==> src/rtl/iir_out_decim_fifo.sv <==
// iir_out_decim_fifo: keeps one of every N IIR output samples and buffers the kept
// samples in a first-word-fall-through FIFO with a ready/valid output. The IIR cannot
// be stalled, so kept samples that find the FIFO full are dropped, counted and flagged.
module iir_out_decim_fifo #(
    parameter int DATA_WIDTH = 16,
    parameter int DEPTH      = 8,
    parameter int DECIM_W    = 4,
    parameter int DROP_W     = 8
) (
    input  logic                         clk,
    input  logic                         rst_n,
    input  logic signed [DATA_WIDTH-1:0] din,
    input  logic                         din_valid,
    input  logic [DECIM_W-1:0]           decim_factor,
    output logic signed [DATA_WIDTH-1:0] m_data,
    output logic                         m_valid,
    input  logic                         m_ready,
    output logic [$clog2(DEPTH+1)-1:0]   level,
    output logic                         overflow,
    input  logic                         clr_overflow,
    output logic [DROP_W-1:0]            drop_cnt
);

    localparam int PW = (DEPTH > 1) ? $clog2(DEPTH) : 1;
    localparam int LW = $clog2(DEPTH + 1);
    localparam logic [LW-1:0] FULL_LVL = LW'(DEPTH);

    // Saturating increment for the dropped-sample counter: sticks at all-ones.
    function automatic logic [DROP_W-1:0] sat_inc(input logic [DROP_W-1:0] v);
        return (&v) ? v : v + DROP_W'(1);
    endfunction

    logic [PW-1:0]      wr_ptr_q, wr_ptr_d;
    logic [PW-1:0]      rd_ptr_q, rd_ptr_d;
    logic [LW-1:0]      level_q, level_d;
    logic [DECIM_W-1:0] ph_q, ph_d;
    logic               overflow_q, overflow_d;
    logic [DROP_W-1:0]  drop_cnt_q, drop_cnt_d;

    logic signed [DATA_WIDTH-1:0] mem_q [DEPTH];

    logic [DECIM_W-1:0] eff_m1;
    logic               kept;
    logic               pop;
    logic               push;
    logic               drop;

    // Decimation keep decision plus FIFO push/pop/drop qualification.
    always_comb begin
        eff_m1 = (decim_factor == '0) ? '0 : decim_factor - DECIM_W'(1);
        kept   = din_valid && (ph_q == '0);
        pop    = (level_q != '0) && m_ready;
        push   = kept && ((level_q < FULL_LVL) || pop);
        drop   = kept && !push;
    end

    // Next-state for phase, pointers, occupancy and overflow bookkeeping.
    always_comb begin
        ph_d       = ph_q;
        wr_ptr_d   = wr_ptr_q;
        rd_ptr_d   = rd_ptr_q;
        level_d    = level_q;
        overflow_d = overflow_q;
        drop_cnt_d = drop_cnt_q;

        // ">=" rather than "==" so a lowered factor wraps the phase immediately.
        if (din_valid) begin
            ph_d = (ph_q >= eff_m1) ? '0 : ph_q + DECIM_W'(1);
        end

        // Pointers wrap naturally because DEPTH is a power of two.
        if (push) begin
            wr_ptr_d = wr_ptr_q + PW'(1);
        end
        if (pop) begin
            rd_ptr_d = rd_ptr_q + PW'(1);
        end
        if (push && !pop) begin
            level_d = level_q + LW'(1);
        end else if (pop && !push) begin
            level_d = level_q - LW'(1);
        end

        // A drop in the same cycle as a clear wins: the clear starts a fresh count.
        if (clr_overflow) begin
            overflow_d = drop;
            drop_cnt_d = drop ? DROP_W'(1) : '0;
        end else if (drop) begin
            overflow_d = 1'b1;
            drop_cnt_d = sat_inc(drop_cnt_q);
        end
    end

    // Control state registers with asynchronous active-low reset.
    always_ff @(posedge clk or negedge rst_n) begin
        if (!rst_n) begin
            ph_q       <= '0;
            wr_ptr_q   <= '0;
            rd_ptr_q   <= '0;
            level_q    <= '0;
            overflow_q <= 1'b0;
            drop_cnt_q <= '0;
        end else begin
            ph_q       <= ph_d;
            wr_ptr_q   <= wr_ptr_d;
            rd_ptr_q   <= rd_ptr_d;
            level_q    <= level_d;
            overflow_q <= overflow_d;
            drop_cnt_q <= drop_cnt_d;
        end
    end

    // Sample storage; data only, so it is never reset.
    always_ff @(posedge clk) begin
        if (push) begin
            mem_q[wr_ptr_q] <= din;
        end
    end

    // Fall-through head: zero whenever the FIFO is empty, so reset clears it at once.
    always_comb begin
        m_valid = (level_q != '0);
        m_data  = m_valid ? mem_q[rd_ptr_q] : '0;
    end

    assign level    = level_q;
    assign overflow = overflow_q;
    assign drop_cnt = drop_cnt_q;

endmodule
==> config.mk <==
export PLATFORM = sky130hd
export DESIGN_NAME = iir_out_decim_fifo
export DESIGN_NICKNAME = d
export VERILOG_FILES = /design/src/rtl/iir_out_decim_fifo.sv
export SDC_FILE = /design/constraint.sdc
export NUM_CORES = 1
export LEC_CHECK = 0
export BUFFER_PORTS_ARGS = -buffer_cell sky130_fd_sc_hd__buf_2
export CAP_MARGIN = 20
export CORE_MARGIN = 3
export CORE_UTILIZATION = 64
export CTS_CLUSTER_SIZE = 40
export DETAILED_ROUTE_END_ITERATION = 16
export PLACE_DENSITY_LB_ADDON = 0.2
export SYNTH_ARGS = -nofsm -noshare
export SYNTH_HDL_FRONTEND = slang
export SYNTH_SLANG_ARGS = --single-unit
export TNS_END_PERCENT = 5
==> constraint.sdc <==
create_clock -name clk -period 4.8 [get_ports clk]
set_input_delay 0.48 -clock clk [delete_from_list [all_inputs] [get_ports clk]]
set_output_delay 0.48 -clock clk [all_outputs]
set_load 0.1 [all_outputs]
Word-level counts from Yosys, hierarchy flattened. Memories as Yosys holds them, arrays and structs flattened. Cells that the tools add are included.

Word-level logic and storage cells: 46. Memory bits (writable): 128. Memories kept: 1. Input port bits: 25. Register bits: 23.

Memory list: mem_q (words 8, width 16, rd ports 1, clocked after Yosys merged registers in 0, wr ports 1, line 40) `logic signed [DATA_WIDTH-1:0] mem_q [DEPTH];`.

Muxes and demuxes: 13. $lt $le $gt $ge: 2. Reduce and logical (&&, ||, !) cells: 16. Equal/unequal tests: 1. Add/sub/neg operators: 7.

Operators with widths (number): $mux W8 (3); $mux W16 (1); $mux W4 (4); $add A4 B1 Y4 const B (2); $add A8 B1 Y8 const B (1); $logic_not A4 Y1 (2); $reduce_and A8 Y1 (1); $sub A4 B1 Y4 const B (2); $add A3 B1 Y3 const B (2); $logic_and A1 B1 Y1 (6); $mux W1 (5); $ge A4 B4 Y1 (1); $lt A4 B4 Y1 const B (1); $reduce_bool A2 Y1 (2); $reduce_bool A4 Y1 (1); $logic_not A1 Y1 (2); $ne A2 B2 Y1 const B (1); $reduce_and A2 Y1 (1); $logic_or A1 B1 Y1 (1).

Depth between registers and ports, before layout. Gate-level depths: netlist of the first run.

Depth in word-level cells: 8. Depth in mapped cells: 12. Depth with buffers taken out: 12.

Least setup slack after synthesis of the first run. No wires, ideal clock.

Path kind: register to register. From: reg level_q[1], in the netlist level[1]. To: reg level_q[3], in the netlist level[3]. Setup time: 136 ps. Path slack: 1526 ps. Data arrival time: 3138 ps. Stages on the path, launching flop included: 10. Path through: dfrtp_1 > nor4_4 > inv_2 > nand2_1 > ha_1 > inv_1 > ha_1 > a21o_1 > a2111oi_0 > o31ai_1.

Word-level cells in the longest chain between the ends: 7. Elaborated cells on any way between the ends: 14. Those cells by class: 2 x add/sub; 1 x order compare; 2 x mux; 9 x reduce/logical.

RTL lines: start: declaration (line 35) `logic [LW-1:0] level_q, level_d;`; start signal: assignment (line 107) `level_q <= level_d;`; $reduce_bool A4 Y1 (*); via m_valid (line 16) `output logic m_valid,`; $logic_and A1 B1 Y1 (*) (line 52) `pop = (level_q != '0) && m_ready;`; $logic_or A1 B1 Y1 (line 53) `push = kept && ((level_q < FULL_LVL) || pop);`; $logic_and A1 B1 Y1 (line 53); $logic_not A1 Y1 (line 80) `end else if (pop && !push) begin`; $logic_and A1 B1 Y1 (line 80); $reduce_bool A2 Y1 (no source line).

Mark *: on every way through the listed nets, which the timed path passes. The rest lies on a longest branch. The select of a mux whose other input is x is not followed. A chain may end at the register's enable or synchronous reset.

Worst setup path after layout of the first run.
From: reg rd_ptr_q[0]. To: out m_data[12].

Word-level cells in the longest chain between the ends: 2.

RTL lines: start: declaration (line 34) `logic [PW-1:0] rd_ptr_q, rd_ptr_d;`; start signal: assignment (line 106) `rd_ptr_q <= rd_ptr_d;`; $mem_v2 Z8 W16; $mux W16 (line 123) `m_data = m_valid ? mem_q[rd_ptr_q] : '0;`; end: declaration (line 15) `output logic signed [DATA_WIDTH-1:0] m_data,`.

Every way passes these cells.

==> flow_metrics.py, run 1 <==
metrics = {
    "power_and_ir_drop": {
        "p_leak_nw": 2.68,
        "ir_drop_mv": 0.513,
        "power_density_nw_per_um2": 700,
    },
    "synth": {
        "netlist_area_sq_um": 6340,
        "async_flop_share_pct": 15.2,
        "synth_edf_count": 128,
        "syn-num-nets": 396,
        "ys_seq_area_share_pct": 69.7,
        "synthFlopType": "edfxtp_1",
        "yosysUniqueCellTypes": 50,
        "ys_seq_elements": 151,
        "synth_top_area_share_pct": 60.6,
        "ys_top_cells_by_area": "edfxtp_1, mux4_2, dfrtp_1",
        "ys_warn_count": 0,
        "yosysTopAreaCell": "edfxtp_1",
        "avgSynthCellArea_sq_um": 17.7,
        "syn-instance-count": 358,
    },
    "setup_path": {
        "worst_ep_arrival_time_ns": 2.93,
        "r2r_cells": 10,
        "crit_type": "register to output port",
        "crit_fanout": 30,
        "crit_required_ns": 4.32,
        "r2r_slack_ns": 1.96,
        "cp-end-kind": "output port",
        "slowest_delay_ns": 1.03,
        "worst_setup_path_start_kind": "register",
        "r2r-start": "level[0]$_DFFE_PN0P_",
        "path_cells": "buf_4, mux4_2, mux2i_1, nor2_1, buf_2",
        "reg2reg_to": "level[3]$_DFFE_PN0P_",
        "cp_slowest_cell": "dfrtp_2",
    },
    "drt": {
        "met2WireLength_um": 6530,
        "top_layer_used": "met4",
        "avgViaCountPerCell": 6.20,
        "route.met3.wl_um": 838,
        "wl_per_cell_um": 22.0,
        "m1WireLength_um": 4820,
        "first_pass_iters": 4,
        "drc": 0,
        "routed_wirelength_um": 12500,
        "vias": 3526,
        "ant_nets": 0,
        "drt_iter0_markers": 230,
    },
    "clocking": {
        "path_clk_slew_ns": 0.07,
        "clock_latency_ns": 0.53,
        "post_cts_buffers": 0,
        "cts_made_buffers": 17,
        "cts_root_buffer": "clkbuf_8",
        "cts_tree": "built",
        "cts-htree-levels": 4,
        "cts_num_sinks": 151,
        "clk_path_buf_depth": 2,
    },
    "sta": {
        "finalSetupTns_ns": 0,
        "setup_viol_count_final": 0,
        "relSlewSlack_pct": 23.7,
        "clock.fmax_mhz": 293,
        "fin_crit_ns": 3.41,
        "final.setup_skew_ns": 0.0140,
        "max_slew.worst_pin.slew_ns": 1.15,
        "final_max_slew_viol_count": 0,
        "hold_violations": 0,
        "rsz0062_at_grt": "false",
        "final.period_utilization_pct": 71.1,
    },
    "final_layout": {
        "drive_gt1_share_pct": 32.3,
        "final_common_cell": "edfxtp_1",
        "final_area_sq_um": 7370,
        "area_growth_syn_to_layout_pct": 16.3,
        "nets": 465,
        "diodes": 0,
        "final_cell_mix": "edfxtp_1, buf_2, nor2_1",
    },
    "place": {
        "place.gp.congestion": 0.821,
        "hpwl_um": 7110,
        "post_dp_cell_area_sq_um": 6780,
        "portBuffers": 54,
    },
    "global_route": {
        "antenna_found_initial": 0,
        "track_usage_pct": 24.4,
        "grt_pass1_wl_um": 19900,
        "grt_pass1_vias": 3626,
        "grt_start_max_net_pins": 35,
        "overflow": 0,
    },
    "floorplan": {
        "die_y_um": 106,
        "dieWidth_um": 106,
        "ios": 55,
        "core_sq_um": 9420,
        "start_util_pct": 67.3,
        "num_rows": 35,
        "dieArea_sq_um": 11100,
    },
    "min_path": {
        "hp-start": "din[12]",
        "hold_depth": 1,
        "hp-class": "primary input to register",
        "min_to": "mem_q[1][12]$_DFFE_PP_",
    },
    "run_status": {
        "outcome": "completed",
    },
    "run": {
        "max_cap_violations": 0,
    },
}
## report_power, final
part | switching [W] | internal [W] | leakage (nW)
clock | 0.000586 | 0.000721 | 0.291
combinational | 0.00146 | 0.000596 | 0.948
sequential | 0.000276 | 0.00152 | 1.45
total | 0.00232 | 0.00283 | 2.68
## synthesized netlist by cell type, types with 2 or more instances
cell type / instances
nand4_1: 2
buf_6: 3
nand2b_1: 3
nand3b_1: 2
nor3_1: 8
buf_1: 3
edfxtp_1: 128
nor2b_1: 3
o211ai_1: 2
o21ai_0: 5
dfrtp_1: 23
mux2_2: 4
mux2i_1: 19
inv_1: 6
ha_1: 12
xnor2_1: 5
nor2_1: 33
mux4_2: 32
nand3_1: 5
inv_2: 2
buf_2: 4
nand2_1: 17
a21oi_1: 6
nor4_1: 2
o31ai_1: 2
clkbuf_1: 2
or3_1: 2
## critical path, delay by kind of cell (launching register included)
family	cells	cell delay (ns)
flops	1	1.03
buf+inv	2	0.61
simple gates	1	0.05
mux	2	0.69
## through the flow
stage,setup slack [ns],hold WS [ns],utilization [%],power [W],instances
4_1_cts,1.30,0.188,78.3,0.00520,569
2_1_floorplan,1.53,0.184,-,0.00353,358
3_3_place_gp,1.95,0.491,72.0,0.00382,536
3_5_place_dp,1.93,0.501,72.0,0.00386,536
5_1_grt,1.16,0.215,78.3,0.00537,569
6_report,1.39,0.207,78.3,0.00516,569
## kinds of logic (layout without fill, tap and decap cells)
family                     count (synthesis)  count (layout)  share of synthesized area, %
xor gates and xnor gates                   5               5                         0.691
DFF                                      151             151                          69.7
adders and majority gates                 13              13                          2.68
and+or+nand+nor                           85              85                          6.85
AOI/OAI and AO/OA                         28              28                          3.24
muxes                                     55              55                          15.1
buffers and inverters                     21             103                          1.74
## final cells by class
type,instances,area [sq um]
tap,129,161
clock inverter,15,173
multi-input combinational,186,1830
timing repair buffer,63,340
clock buffer,17,414
fill,528,2040
inverter,8,30.0
sequential,151,4420
## sequential cells by signal, indices dropped and copies added (netlist names)
name and flops:
drop_cnt 8, level 4, mem_q 128, overflow 1, ph_q 4, rd_ptr_q 3, wr_ptr_q 3
## worst max-delay path by stage
| stage | start | to |
|---|---|---|
| 6_report | rd_ptr_q[0]$_DFFE_PN0P_ | m_data[12] |
| 3_3_place_gp | rd_ptr_q[0]$_DFFE_PN0P_ | m_data[12] |
| 4_1_cts | rd_ptr_q[0]$_DFFE_PN0P_ | m_data[12] |
| 5_1_grt | rd_ptr_q[0]$_DFFE_PN0P_ | m_data[10] |
| 3_5_place_dp | rd_ptr_q[0]$_DFFE_PN0P_ | m_data[12] |
| 2_1_floorplan | level[1]$_DFFE_PN0P_ | level[3]$_DFFE_PN0P_ |
## timing repair
action                                  4_1_cts  5_1_grt
hold endpoints to repair                     23        0
gates resized for setup                       0        0
endpoints found under the setup margin        0        0
hold buffers                                  1        0
## metal layers
layer  global-route usage, %  vias to the layer above
met5                       0                        -
met4                    10.1                        0
met3                    5.94                       26
met2                    39.8                      139
met1                    31.8                     1790
li1                        -                     1571
No activity file was read; power rests on OpenSTA's default activity.
==> run 2: changes to the inputs <==
CORE_UTILIZATION = 53   (was 64)
clock period = 3 ns   (was 4.8 ns; I/O delays follow)
==> run 2 against run 1 <==
  * Clock power is 69% higher
  * Worst setup slack worse by 1.1 ns
  * Largest cell class unchanged
  * Clock skew is 0.0047 ns lower
  * Global-route usage is 4.8 points lower
  * Core utilization is 13 points lower
  * Largest power group unchanged
  * Wire length is 7.3% lower
  * Highest routed layer unchanged
==> flow_metrics.py, run 2 (synthesized netlist as in run 1, its figures left out) <==
metrics = {
    "floorplan": {
        "dieWidth_um": 115,
        "die_y_um": 115,
        "num_rows": 39,
        "ios": 55,
        "dieArea_sq_um": 13300,
        "core_sq_um": 11600,
        "start_util_pct": 54.8,
    },
    "sta": {
        "max_slew.worst_pin.slew_ns": 0.647,
        "finalSetupTns_ns": 0,
        "setup_viol_count_final": 0,
        "relSlewSlack_pct": 56.6,
        "fin_crit_ns": 2.72,
        "hold_violations": 0,
        "final_max_slew_viol_count": 0,
        "rsz0062_at_grt": "false",
        "whs_ns": 0.150,
        "final.period_utilization_pct": 90.5,
        "clock.fmax_mhz": 368,
        "final.setup_skew_ns": 0.00922,
    },
    "setup_path": {
        "crit_fanout": 10,
        "path_cells": "buf_4, mux4_2, mux2i_1, nor2_1, buf_2",
        "crit_type": "register to output port",
        "cp_slowest_cell": "dfrtp_2",
        "worst_setup_path_start_kind": "register",
        "r2r_slack_ns": 0.31,
        "worst_ep_arrival_time_ns": 2.42,
        "r2r_cells": 11,
        "cp-end-kind": "output port",
        "slowest_delay_ns": 0.59,
        "crit_required_ns": 2.70,
    },
    "clocking": {
        "cts_root_buffer": "clkbuf_16",
        "post_cts_buffers": 0,
        "clock_latency_ns": 0.41,
        "cts_num_sinks": 151,
        "cts-htree-levels": 4,
        "cts_tree": "built",
        "clk_path_buf_depth": 2,
        "path_clk_slew_ns": 0.06,
        "cts_made_buffers": 17,
    },
    "power_and_ir_drop": {
        "p_leak_nw": 2.75,
        "power_density_nw_per_um2": 1120,
        "p_total_w": 0.00840,
        "ir_drop_mv": 0.621,
    },
    "final_layout": {
        "final_cell_mix": "edfxtp_1, buf_2, nor2_1",
        "nFillCells": 791,
        "final_common_cell": "edfxtp_1",
        "nets": 472,
        "largest-register": "mem_q",
        "multi_input_area_sq_um": 1820,
        "seqCellArea_sq_um": 4430,
        "area_growth_syn_to_layout_pct": 18.5,
        "diodes": 0,
        "fin_util_pct": 65.0,
        "drive_gt1_share_pct": 33.3,
        "largest_reg_flops": 128,
    },
    "place": {
        "place.gp.congestion": 0.841,
        "hpwl_um": 7280,
        "portBuffers": 54,
    },
    "drt": {
        "ant_nets": 0,
        "avgViaCountPerCell": 5.73,
        "drc": 0,
        "routed_wirelength_um": 11600,
        "drt_iter0_markers": 235,
        "vias": 3383,
        "first_pass_iters": 4,
        "wl_per_cell_um": 19.7,
    },
    "global_route": {
        "overflow": 0,
        "grt_pass1_wl_um": 18900,
        "antenna_found_initial": 0,
        "track_usage_pct": 19.6,
        "grt_start_max_net_pins": 27,
        "grt_pass1_vias": 3555,
    },
    "run_status": {
        "outcome": "completed",
    },
    "min_path": {
        "hp-class": "primary input to register",
        "hold_depth": 1,
    },
    "run": {
        "max_cap_violations": 0,
    },
}
run 2: cell types whose count changed in the layout (fill, tap and decap cells not counted), sizes merged:
cell / before / now
inv: 19 / 8
buf: 62 / 69
clkbuf: 17 / 22
bufinv: 1 / 4
clkinv: 3 / 5
clkinvlp: 0 / 1
run 2: repair_timing:
action | 4_1_cts | 5_1_grt
gates resized for setup | 0 | 0
endpoints found under the setup margin | 0 | 0
hold endpoints to repair | 23 | 0
hold buffers | 1 | 0
run 2: worst paths after layout:
path | startpoint | to
max in group asynchronous | rst_n | rd_ptr_q[0]$_DFFE_PN0P_
min | din[11] | mem_q[1][11]$_DFFE_PP_
min in group asynchronous | rst_n | drop_cnt[1]$_DFFE_PN0P_
min reg2reg | rd_ptr_q[2]$_DFFE_PN0P_ | rd_ptr_q[2]$_DFFE_PN0P_
max reg2reg | ph_q[0]$_DFFE_PN0P_ | level[3]$_DFFE_PN0P_
max | rd_ptr_q[0]$_DFFE_PN0P_ | m_data[4]
run 2: layer usage:
layer	up-vias	track usage, %	wire length, um
met1	1720	24.6	4910
met4	0	6.42	86
met5	-	0	0
met3	9	6.32	553
li1	1578	-	-
met2	76	32.4	6060
run 2: cell type report:
type	instances	area share [%]
Clock buffer	22	6.31
Tap cell	143	2.38
Clock inverter	10	2.02
Timing Repair Buffer	70	5.73
Sequential cell	151	58.9
Inverter	8	0.433
Multi-Input combinational cell	186	24.2
run 2: metrics by stage:
step	area, sq um	setup slack [ns]	instances
2_1_floorplan	6350	0.0498	358
3_3_place_gp	6880	0.450	557
3_5_place_dp	6880	0.300	557
4_1_cts	7510	0.229	590
5_1_grt	7510	0.00756	590
6_report	7510	0.284	590
run 2: critical path: cells and delay by family, from the launching register on:
family,cells,cell delay (ns)
buffers and inverters,2,0.59
DFF,1,0.59
muxes,2,0.75
and+or+nand+nor,1,0.06
run 2: where the power goes:
group	switching, W	leakage, nW	internal (W)
Combinational	0.00253	1.00	0.00101
Sequential	0.000211	1.44	0.00244
Clock	0.000763	0.307	0.00145
Total	0.00350	2.75	0.00490
==> run 3: changes to the inputs <==
CORE_UTILIZATION = 59   (was 53)
clock period = 2.85 ns   (was 3 ns; I/O delays follow)
==> run 3 against run 2 <==
  * Cell area increased by 0.13%
  * Worst hold slack got worse by 0.12 ns
  * Clock power decreased by 2%
  * Final cell count increased by 0.17%
  * Critical path depth increased by 7
  * Power increased by 4.3%
  * Critical endpoint is now level[3]$_DFFE_PN0P_
  * Largest cell class unchanged
==> flow_metrics.py, run 3 (synthesized netlist as in run 1, its figures left out) <==
metrics = {
    "sta": {
        "final_max_slew_viol_count": 0,
        "relSlewSlack_pct": 65.1,
        "fin_crit_ns": 2.64,
        "final.period_utilization_pct": 92.7,
        "final.setup_skew_ns": 0.00682,
        "hold_violations": 0,
        "clock.fmax_mhz": 379,
        "rsz0062_at_grt": "false",
        "setup_viol_count_final": 0,
        "finalSetupTns_ns": 0,
        "max_slew.worst_pin.slew_ns": 0.523,
    },
    "clocking": {
        "clk_path_buf_depth": 2,
        "cts_tree": "built",
        "clock_latency_ns": 0.52,
        "path_clk_slew_ns": 0.06,
        "cts-htree-levels": 4,
        "cts_root_buffer": "clkbuf_8",
        "cts_made_buffers": 17,
        "cts_num_sinks": 151,
    },
    "power_and_ir_drop": {
        "p_leak_nw": 2.76,
        "switching_share_pct": 42.9,
        "clockPowerShare_pct": 24.7,
        "power_frac_comb_pct": 43.8,
        "ir_drop_mv": 1.06,
        "power.internal_w": 0.00500,
        "power_density_nw_per_um2": 1170,
        "seqPwrFrac_pct": 31.5,
        "power_switching_w": 0.00376,
    },
    "global_route": {
        "track_usage_pct": 22.7,
        "overflow": 0,
        "grt_start_max_net_pins": 28,
        "grt_pass1_wl_um": 19500,
        "antenna_found_initial": 0,
        "grt_pass1_vias": 3565,
    },
    "setup_path": {
        "worst_path_dominant_cell_family": "adder cells",
        "crit_type": "register to register",
        "path_cells": "inv_1, ha_1, and4bb_2, nand2_1, inv_2, ha_2, inv_2, ha_1, a21o_1, a21oi_1, mux2i_1, o31ai_1",
        "crit_fanout": 5,
        "worst_ep_arrival_time_ns": 3.03,
        "crit_required_ns": 3.24,
        "path_buf_inv": 3,
        "cp-end-kind": "register",
        "cp_slowest_cell": "dfrtp_1",
        "slowest_delay_ns": 0.42,
        "worst_setup_path_start_kind": "register",
    },
    "place": {
        "place.gp.congestion": 0.879,
        "portBuffers": 54,
        "hpwl_um": 7490,
        "dp.cells": 556,
    },
    "drt": {
        "met2WireLength_um": 6350,
        "m1WireLength_um": 4970,
        "drt_iter0_markers": 261,
        "ant_nets": 0,
        "vias": 3455,
        "drc": 0,
        "top_layer_used": "met4",
        "route.met3.wl_um": 751,
        "routed_wirelength_um": 12200,
        "first_pass_iters": 5,
        "avgViaCountPerCell": 5.85,
        "wl_per_cell_um": 20.7,
    },
    "final_layout": {
        "diodes": 0,
        "final_cells": 591,
        "final_common_cell": "edfxtp_1",
        "nets": 481,
        "nFillCells": 673,
        "final_cell_mix": "edfxtp_1, buf_2, nor2_1",
        "largest-register": "mem_q",
        "area_growth_syn_to_layout_pct": 18.7,
        "fin_util_pct": 72.5,
        "largest_reg_flops": 128,
        "drive_gt1_share_pct": 35.4,
    },
    "floorplan": {
        "die_y_um": 110,
        "core_sq_um": 10400,
        "ios": 55,
        "dieWidth_um": 110,
        "start_util_pct": 61.1,
        "num_rows": 37,
        "dieArea_sq_um": 12000,
    },
    "min_path": {
        "hp-class": "primary input to register",
    },
    "run": {
        "max_cap_violations": 0,
    },
    "run_status": {
        "outcome": "completed",
    },
}
==> run 3: power by group through the flow <==
stage,logic (W),clock network [W],registers (W)
4_1_cts,0.00382,0.00220,0.00278
6_report,0.00384,0.00217,0.00276
2_1_floorplan,0.00302,0,0.00298
3_3_place_gp,0.00375,0,0.00280
5_1_grt,0.00406,0.00229,0.00278
3_5_place_dp,0.00379,0,0.00282
==> run 3: final cells by class <==
cell class | instances | area, sq um | share of cell area (%)
clock inverters | 11 | 149 | 1.98
flip-flops and latches | 151 | 4430 | 58.9
well taps | 136 | 170 | 2.26
clock buffers | 20 | 425 | 5.66
inverters | 8 | 43.8 | 0.582
multi-input cells | 186 | 1830 | 24.3
repair buffers | 79 | 473 | 6.29
==> run 3: per-stage QoR <==
| stage | power, W | area, sq um | hold slack (ns) | worst slack (ns) |
|---|---|---|---|---|
| detailed placement | 0.00661 | 6920 | 0.297 | 0.257 |
| CTS | 0.00880 | 7500 | 0.00832 | 0.0213 |
| finish | 0.00876 | 7520 | 0.0267 | 0.209 |
| global route | 0.00913 | 7520 | 0.0146 | 0.0508 |
| floorplan | 0.00600 | 6370 | -0.0106 | 0.0101 |
| global placement | 0.00655 | 6920 | 0.287 | 0.347 |
==> run 3: worst reg2reg max path, stage by stage (launching register included) <==
cell	delay [ns]
dfrtp_1	0.42
inv_1	0.10
ha_1	0.18
and4bb_2	0.28
nand2_1	0.12
inv_2	0.11
ha_2	0.22
inv_2	0.08
ha_1	0.27
a21o_1	0.21
a21oi_1	0.18
mux2i_1	0.23
o31ai_1	0.11
==> run 3: worst paths after layout <==
kind                                            to                     from  slack [ns]  depth (start not counted)
max in group asynchronous     level[3]$_DFFE_PN0P_                    rst_n        2.15                          2
min                         mem_q[7][14]$_DFFE_PP_                  din[14]        0.03                          1
max reg2reg                   level[3]$_DFFE_PN0P_      ph_q[0]$_DFFE_PN0P_        0.21                         12
max                           level[3]$_DFFE_PN0P_      ph_q[0]$_DFFE_PN0P_        0.21                         12
min reg2reg                drop_cnt[6]$_DFFE_PN0P_  drop_cnt[6]$_DFFE_PN0P_        0.54                          1
min in group asynchronous     overflow$_DFFE_PN0P_                    rst_n        0.29                          2
==> run 3: per-layer routing <==
layer | up-vias | track usage (%)
met3 | 18 | 5.46
li1 | 1591 | -
met1 | 1730 | 30.0
met5 | - | 0
met4 | 0 | 8.82
met2 | 116 | 36.9
==> run 3: repair_timing <==
action / in CTS / in global routing
endpoints found under the setup margin: 0 / 3
hold buffers: 1 / 0
hold endpoints to repair: 23 / 0
resized for setup: 0 / 2
setup buffers: 0 / 3
